==> src/rtl/multi_channel_sequencer.sv <==
// Time-multiplexed note sequencer: CHANNELS voices share one synchronous pattern ROM.
// Optional SEQ_MUTE_EN adds i_mute to suppress per-channel note pulses.
module multi_channel_sequencer #(
    parameter int CHANNELS = 4,
    parameter int ADDR_W   = 8,
    parameter int LEN_W    = 5
) (
    input  logic                        i_clk,
    input  logic                        i_rst,
    input  logic                        i_note_stb,
    input  logic                        i_load_valid,
    input  logic [$clog2(CHANNELS)-1:0] i_load_chan,
    input  logic [ADDR_W-1:0]           i_load_base,
    input  logic [LEN_W-1:0]            i_load_len,
`ifdef SEQ_MUTE_EN
    input  logic [CHANNELS-1:0]         i_mute,
`endif
    output logic [ADDR_W-1:0]           o_rom_addr,
    input  logic [15:0]                 i_rom_data,
    output logic                        o_note_valid,
    output logic [$clog2(CHANNELS)-1:0] o_note_chan,
    output logic [5:0]                  o_note,
    output logic [LEN_W-1:0]            o_note_len,
    output logic [3:0]                  o_instrument,
    output logic                        o_busy,
    output logic                        o_overrun
);
    localparam int CW = $clog2(CHANNELS);
    localparam logic [1:0] S_IDLE = 2'd0, S_SCAN = 2'd1, S_FETCH = 2'd2, S_DATA = 2'd3;

    logic [1:0]    state_q, state_d;
    logic [CW-1:0] chan_q, chan_d;
    logic [CHANNELS-1:0][ADDR_W-1:0] base_q, base_d, stg_base_q, stg_base_d;
    logic [CHANNELS-1:0][LEN_W-1:0]  len_q, len_d, idx_q, idx_d, cnt_q, cnt_d, nlen_q, nlen_d;
    logic [CHANNELS-1:0][LEN_W-1:0]  stg_len_q, stg_len_d;
    logic [CHANNELS-1:0]             pend_q, pend_d, stg_vld_q, stg_vld_d;
    logic [ADDR_W-1:0] rom_addr_q, rom_addr_d;
    logic              note_valid_q, note_valid_d, overrun_q, overrun_d;
    logic [CW-1:0]     note_chan_q, note_chan_d;
    logic [5:0]        note_q, note_d;
    logic [LEN_W-1:0]  note_len_q, note_len_d;
    logic [3:0]        instr_q, instr_d;

    // effective per-channel values in SCAN, after any staged load is applied
    logic [ADDR_W-1:0] base_e;
    logic [LEN_W-1:0]  len_e, idx_e, cnt_e;
    logic              pend_e, last_chan;
    logic              unused_rom_bit;

    assign unused_rom_bit = i_rom_data[15];
    assign last_chan      = (chan_q == CW'(CHANNELS - 1));

    always_comb begin
        state_d      = state_q;
        chan_d       = chan_q;
        base_d       = base_q;
        len_d        = len_q;
        idx_d        = idx_q;
        cnt_d        = cnt_q;
        nlen_d       = nlen_q;
        pend_d       = pend_q;
        stg_vld_d    = stg_vld_q;
        stg_base_d   = stg_base_q;
        stg_len_d    = stg_len_q;
        rom_addr_d   = rom_addr_q;
        note_valid_d = 1'b0;
        note_chan_d  = note_chan_q;
        note_d       = note_q;
        note_len_d   = note_len_q;
        instr_d      = instr_q;
        overrun_d    = i_note_stb && (state_q != S_IDLE);
        base_e       = base_q[chan_q];
        len_e        = len_q[chan_q];
        idx_e        = idx_q[chan_q];
        cnt_e        = cnt_q[chan_q];
        pend_e       = pend_q[chan_q];

        case (state_q)
            S_IDLE: begin
                if (i_note_stb) begin
                    chan_d  = '0;
                    state_d = S_SCAN;
                end
            end
            S_SCAN: begin
                if (stg_vld_q[chan_q]) begin
                    base_e = stg_base_q[chan_q];
                    len_e  = stg_len_q[chan_q];
                    idx_e  = '0;
                    cnt_e  = '0;
                    pend_e = 1'b1;
                    stg_vld_d[chan_q] = 1'b0;
                end
                base_d[chan_q] = base_e;
                len_d[chan_q]  = len_e;
                idx_d[chan_q]  = idx_e;
                cnt_d[chan_q]  = cnt_e;
                pend_d[chan_q] = pend_e;
                if (len_e != '0 && (pend_e || cnt_e == nlen_q[chan_q])) begin
                    rom_addr_d = base_e + ADDR_W'(idx_e);
                    state_d    = S_FETCH;
                end else begin
                    if (len_e != '0) cnt_d[chan_q] = cnt_e + LEN_W'(1);
                    if (last_chan) state_d = S_IDLE;
                    else           chan_d  = chan_q + CW'(1);
                end
            end
            S_FETCH: state_d = S_DATA;
            default: begin
                note_d      = i_rom_data[5:0];
                note_len_d  = LEN_W'(i_rom_data[10:6]);
                instr_d     = i_rom_data[14:11];
                note_chan_d = chan_q;
`ifdef SEQ_MUTE_EN
                note_valid_d = !i_mute[chan_q];
`else
                note_valid_d = 1'b1;
`endif
                nlen_d[chan_q] = LEN_W'(i_rom_data[10:6]);
                cnt_d[chan_q]  = '0;
                pend_d[chan_q] = 1'b0;
                if (idx_q[chan_q] == len_q[chan_q] - LEN_W'(1)) idx_d[chan_q] = '0;
                else idx_d[chan_q] = idx_q[chan_q] + LEN_W'(1);
                if (last_chan) state_d = S_IDLE;
                else begin
                    chan_d  = chan_q + CW'(1);
                    state_d = S_SCAN;
                end
            end
        endcase

        // capture after the SCAN clear so a same-cycle load survives to the next tick
        if (i_load_valid && int'(i_load_chan) < CHANNELS) begin
            stg_vld_d[i_load_chan]  = 1'b1;
            stg_base_d[i_load_chan] = i_load_base;
            stg_len_d[i_load_chan]  = i_load_len;
        end
    end

    always_ff @(posedge i_clk or posedge i_rst) begin
        if (i_rst) begin
            state_q      <= S_IDLE;
            chan_q       <= '0;
            base_q       <= '0;
            len_q        <= '0;
            idx_q        <= '0;
            cnt_q        <= '0;
            nlen_q       <= '0;
            pend_q       <= '0;
            stg_vld_q    <= '0;
            stg_base_q   <= '0;
            stg_len_q    <= '0;
            rom_addr_q   <= '0;
            note_valid_q <= 1'b0;
            note_chan_q  <= '0;
            note_q       <= '0;
            note_len_q   <= '0;
            instr_q      <= '0;
            overrun_q    <= 1'b0;
        end else begin
            state_q      <= state_d;
            chan_q       <= chan_d;
            base_q       <= base_d;
            len_q        <= len_d;
            idx_q        <= idx_d;
            cnt_q        <= cnt_d;
            nlen_q       <= nlen_d;
            pend_q       <= pend_d;
            stg_vld_q    <= stg_vld_d;
            stg_base_q   <= stg_base_d;
            stg_len_q    <= stg_len_d;
            rom_addr_q   <= rom_addr_d;
            note_valid_q <= note_valid_d;
            note_chan_q  <= note_chan_d;
            note_q       <= note_d;
            note_len_q   <= note_len_d;
            instr_q      <= instr_d;
            overrun_q    <= overrun_d;
        end
    end

    assign o_rom_addr   = rom_addr_q;
    assign o_note_valid = note_valid_q;
    assign o_note_chan  = note_chan_q;
    assign o_note       = note_q;
    assign o_note_len   = note_len_q;
    assign o_instrument = instr_q;
    assign o_busy       = (state_q != S_IDLE);
    assign o_overrun    = overrun_q;
endmodule

==> config.mk <==
export PLATFORM = sky130hd
export DESIGN_NAME = multi_channel_sequencer
export DESIGN_NICKNAME = d
export VERILOG_FILES = /design/src/rtl/multi_channel_sequencer.sv
export SDC_FILE = /design/constraint.sdc
export NUM_CORES = 1
export LEC_CHECK = 0
export CORE_ASPECT_RATIO = 0.5
export CORE_MARGIN = 8
export CORE_UTILIZATION = 55
export CTS_CLUSTER_DIAMETER = 120
export CTS_CLUSTER_SIZE = 12
export DETAILED_ROUTE_END_ITERATION = 6
export PLACE_DENSITY_LB_ADDON = 0.25
export SKIP_CTS_REPAIR_TIMING = 1
export SYNTH_ARGS = -nofsm -noshare
export SYNTH_HDL_FRONTEND = slang
export SYNTH_SLANG_ARGS = --single-unit
==> constraint.sdc <==
create_clock -name i_clk -period 8.5 [get_ports i_clk]
set_input_delay 1.7 -clock i_clk [delete_from_list [all_inputs] [get_ports i_clk]]
set_output_delay 1.7 -clock i_clk [all_outputs]
set_load 0.03 [all_outputs]
## Yosys cells after proc, flatten, opt, wreduce, memory -nomap -nowiden

Index checks and enable logic that the tools add are counted.
W data, S select, Z words.

- Input bits: 35
- Register bits after elaboration: 203
- Logic and storage cells: 146
- Output and inout port bits: 28

- Reductions and logical operators: 13
- $lt $le $gt $ge: 4
- Add/subtract/negate cells: 5
- Muxes and demuxes: 69
- Equality and inequality tests: 8
- Bitwise logic cells: 8

Operators with widths:

| kind | count |
|---|---|
| $bwmux W20 | 7 |
| $pmux W20 S2 | 2 |
| $mux W5 | 13 |
| $bwmux W32 | 2 |
| $mux W20 | 3 |
| $bmux W5 S2 | 5 |
| $mux W8 | 6 |
| $and A20 B20 Y20 | 2 |
| $bmux W8 S2 | 2 |
| $demux W8 S2 | 2 |
| $demux W5 S2 | 2 |
| $not A20 Y20 | 1 |
| $mux W2 | 6 |
| $mux W4 | 3 |
| $pmux W2 S3 | 2 |
| $add A5 B1 Y5 const B | 2 |
| $eq A5 B5 Y1 | 2 |
| $add A8 B5 Y8 | 1 |
| $and A4 B4 Y4 | 2 |
| $mux W1 | 8 |
| $pmux W4 S2 | 1 |
| $lt A2 B3 Y1 const B | 2 |
| $reduce_bool A5 Y1 | 1 |
| $sub A5 B1 Y5 const B | 1 |
| other kinds (20) | 29 |

## Longest topological paths before layout

- Depth in word-level cells: 10
- Gate-level depth with buffers: 17
- Mapped depth without buffers: 13

## Worst setup path after synthesis

OpenSTA, ideal clock, no wires.

- Path kind: register to register
- From: reg chan_q[0]
- To: reg rom_addr_q[6], in the netlist o_rom_addr[6]
- Path buffers: 4
- Path slack: 4320 ps
- Stages on the path, launching flop included: 18
- Data required time: 8375 ps
- Setup time: 125 ps
- Period minus slack after synthesis: 4180 ps
- Arrival time: 4056 ps
- Path through: dfrtp_1 > buf_2 > buf_6 > mux4_2 > buf_1 > clkbuf_1 > mux4_2 > mux2i_1 > inv_1 > ha_1 > fa_1 > a21o_1 > a21oi_1 > inv_1 > a21oi_1 > nor2_1 > xnor2_1 > mux2_2

- Cells in the longest elaborated chain, start to end: 8
- Elaborated cells between the ends (all ways): 34
- Those cells by class: add/sub: 1; eq/ne: 1; mux: 28; reduce/logical: 4

Ends and longest elaborated chain:

| element | line | RTL |
|---|---|---|
| start: declaration | 32 | `logic [CW-1:0] chan_q, chan_d;` |
| start signal: assignment | 162 | `chan_q <= chan_d;` |
| parallel branches: the longest is 8 deep, another holds $add A8 B5 Y8 | -- |  |
| end signal: assignment | 172 | `rom_addr_q <= rom_addr_d;` |
| end: declaration | 37 | `logic [ADDR_W-1:0] rom_addr_q, rom_addr_d;` |

Several ways; the timed one is not identified. The select of a mux whose other input is x is not followed.
A chain may end at the register's enable or synchronous reset.

## Final worst setup path

Ends and elaborated chain as after synthesis.

==> results_dict.tcl <==
set metrics [dict create \
    cts_tree "yes" \
    path_buf_inv 4 \
    dp_cells 1070 \
    synth-async-reset-ratio 1.00 \
    wl_met2_microns 10400 \
    drt-met1-wl_microns 10000 \
    ys_types 43 \
    antenna_found_initial 0 \
    synthAdderAreaFrac 0.0173 \
    first_pass_iters 4 \
    intPower_mw 2.58 \
    p_leak_nw 4.80 \
    relSlewSlack 0.220 \
    core_area_sq_um 17400 \
    yosysWarnings 0 \
    fin_nets 906 \
    drive_gt1_frac 0.179 \
    first_global_vias 6823 \
    p_clk_frac 0.181 \
    finalSetupViolCount 0 \
    grt_pass1_wl_microns 36600 \
    root_buffer "clkbuf_16" \
    die_h_microns 110 \
    via_count 6638 \
    wirelength_microns 22200 \
    maxUsedRoutingLayer "met4" \
    synth_seq_cells 203 \
    cp_max_fo 33 \
    max_cap_violations 0 \
    wl_per_cell_microns 20.3 \
    final.period_utilization 0.533 \
    routed_via_density 6.07 \
    required_ps 8890 \
    period_needed_ps 4530 \
    ir_drop_uv 207 \
    synth.avg_cell_area_sq_um 12.0 \
    synth_top_family_by_area "multiplexers" \
    gr-usage-all-layers 0.196 \
    hold_slack_ps 475 \
    post-route-drc-count 0 \
    synth_edf_count 0 \
    syn_nets 867 \
    hold_viol 0 \
    yosysSeqAreaShare 0.517 \
    p_switching_mw 1.71 \
    synth_compound_area_frac 0.0821 \
    die_area_sq_um 22600 \
    clock_sinks 203 \
    cp-end-kind "flip-flop" \
    grt_overflow 0 \
    cp_cell_sequence "buf_4, inv_1, mux4_2, mux2i_1, inv_1, ha_1, fa_1, a21o_1, a21oi_1, inv_1, a21oi_1, nor2_1, xnor2_1, mux2_2" \
    synthXorXnorAreaFrac 0.0214 \
    io_buffers 61 \
    status "finished, final reports clean" \
    hpwl_microns 14300 \
    path_clk_slew_ps 60 \
    grt_max_degree 122 \
    critPathTopFamily "buffers and inverters" \
    setup_ws_ps 3970 \
    max_freq_mhz 221 \
    cts_buffer_depth 3 \
    die_x_microns 205 \
    fill_cells 1362 \
    combPwrFrac 0.470 \
    cpMostUsedCell "inv_1" \
    hp-class "flip-flop to flip-flop" \
    mostFrequentLayoutCell "dfrtp_1" \
    worst-endpoint-arrival_ps 4920 \
    fin_tns_setup_ps 0 \
    final_util 0.636 \
    worst_slew_pin_slew_ps 1170 \
    placementRows 34 \
    synth_mux_area_frac 0.228 \
    grt_setup_unrepaired "false" \
    power_frac_seq 0.349 \
    netlist_area_sq_um 9820 \
    cts_made_buffers 20 \
    start_kind "flip-flop" \
    post_layout_nonfiller_instances 1093 \
    ctsHtreeMaxLevel 1 \
    drv_slew 0 \
    path_class "flip-flop to flip-flop" \
    synth_cells 819 \
    swShare 0.398 \
    met3_length_microns 1390 \
    clk_latency_ps 510 \
    cp_slowest_cell "mux4_2" \
    ant_nets 0 \
    skew_ps 18.7 \
    start_util 0.563 \
    gp_congestion 0.805 \
    power.density_nw_per_um2 386 \
    max_stage_delay_ps 620 \
    drtIter0Drc 519 \
    final_cell_mix "dfrtp_1, nand2_1, mux2_2" \
    ys.flop_type "dfrtp_1" \
    area_growth_pct 13.1 \
    antennaDiodeCount 0 \
    num_io_pins 63 \
    synth-simple-area-share 0.106 \
    place_ws_ps 3990 \
]
-- cell usage after synthesis, types with 7 or more instances --
| cell type | n | area [sq um] |
|---|---|---|
| a21oi_1 | 17 | 85.1 |
| a221o_1 | 20 | 200 |
| buf_1 | 7 | 26.3 |
| buf_2 | 7 | 35.0 |
| clkbuf_1 | 34 | 128 |
| dfrtp_1 | 203 | 5080 |
| ha_1 | 12 | 150 |
| inv_1 | 15 | 56.3 |
| mux2_1 | 7 | 78.8 |
| mux2_2 | 77 | 867 |
| mux2i_1 | 37 | 370 |
| mux4_2 | 41 | 923 |
| nand2_1 | 126 | 473 |
| nand3_1 | 28 | 140 |
| nand3b_1 | 18 | 135 |
| nor2_1 | 32 | 120 |
| nor2b_1 | 9 | 56.3 |
| o21ai_0 | 54 | 270 |
| o31ai_1 | 9 | 67.6 |
| xnor2_1 | 16 | 140 |
| xor2_1 | 8 | 70.1 |
-- power groups by stage --
| stage | Clock (mW) | Sequential, mW | Combinational (mW) |
|---|---|---|---|
| after CTS | 0.790 | 1.49 | 2.02 |
| after global placement | 0 | 1.49 | 1.96 |
| final | 0.778 | 1.50 | 2.01 |
| after detailed placement | 0 | 1.51 | 2.01 |
| after floorplan | 0 | 1.57 | 1.40 |
| after global routing | 0.833 | 1.54 | 2.19 |
-- worst min-delay path, stage by stage, from the launching register on --
cell	delay [ps]
dfrtp_1	340
nand2_1	50
nand2_1	50
-- per-layer routing --
metal	GRT usage	up-vias
met1	0.275	3405
met2	0.309	194
met5	0	-
li1	-	3011
met3	0.0411	28
met4	0.0469	0
-- flip-flops by register name, summed over array words and instances, names as in the netlist, 6 cells and up, named ones only --
| register | flops |
|---|---|
| idx_q | 20 |
| stg_len_q | 20 |
| nlen_q | 20 |
| cnt_q | 16 |
| base_q | 32 |
| o_rom_addr | 8 |
| stg_base_q | 32 |
| len_q | 20 |
| o_note | 6 |
-- path summary, 6_finish.rpt --
kind / start / endpoint / slack (ps) / depth (start not counted)
worst min-delay path: o_note_len[3] / o_note_len[3] / 470 / 2
worst max-delay path: chan_q[0] / o_rom_addr[6] / 3970 / 14
worst max register to register: chan_q[0] / o_rom_addr[6] / 3970 / 14
max in group asynchronous: i_rst / pend_q[2] / 5200 / 3
worst min register to register: o_note_len[3] / o_note_len[3] / 470 / 2
min in group asynchronous: i_rst / stg_len_q[0] / 1750 / 2
-- kinds of logic (layout without fill, tap and decap cells) --
logic type / after synthesis / count (layout)
simple gates: 231 / 231
flops: 203 / 203
mux: 162 / 162
compound gates: 120 / 120
buf+inv: 66 / 106
xor+xnor: 24 / 24
fa+ha+maj: 13 / 13
-- area by class of cell --
cell class / count / area (sq um) / share of cell area
clock buffer: 22 / 508 / 0.0458
inverter: 15 / 63.8 / 0.00575
tap: 234 / 293 / 0.0264
clock inverter: 1 / 16.3 / 0.00147
sequential: 203 / 5080 / 0.458
timing repair buffer: 68 / 663 / 0.0598
multi-input combinational: 550 / 4470 / 0.403
-- through the flow --
step | instance area [sq um] | power [mW]
after floorplan | 9820 | 2.97
after global placement | 10600 | 3.44
after detailed placement | 10600 | 3.52
after CTS | 11100 | 4.31
after global routing | 11100 | 4.56
final | 11100 | 4.29
Power figures use the tool's default switching activity.
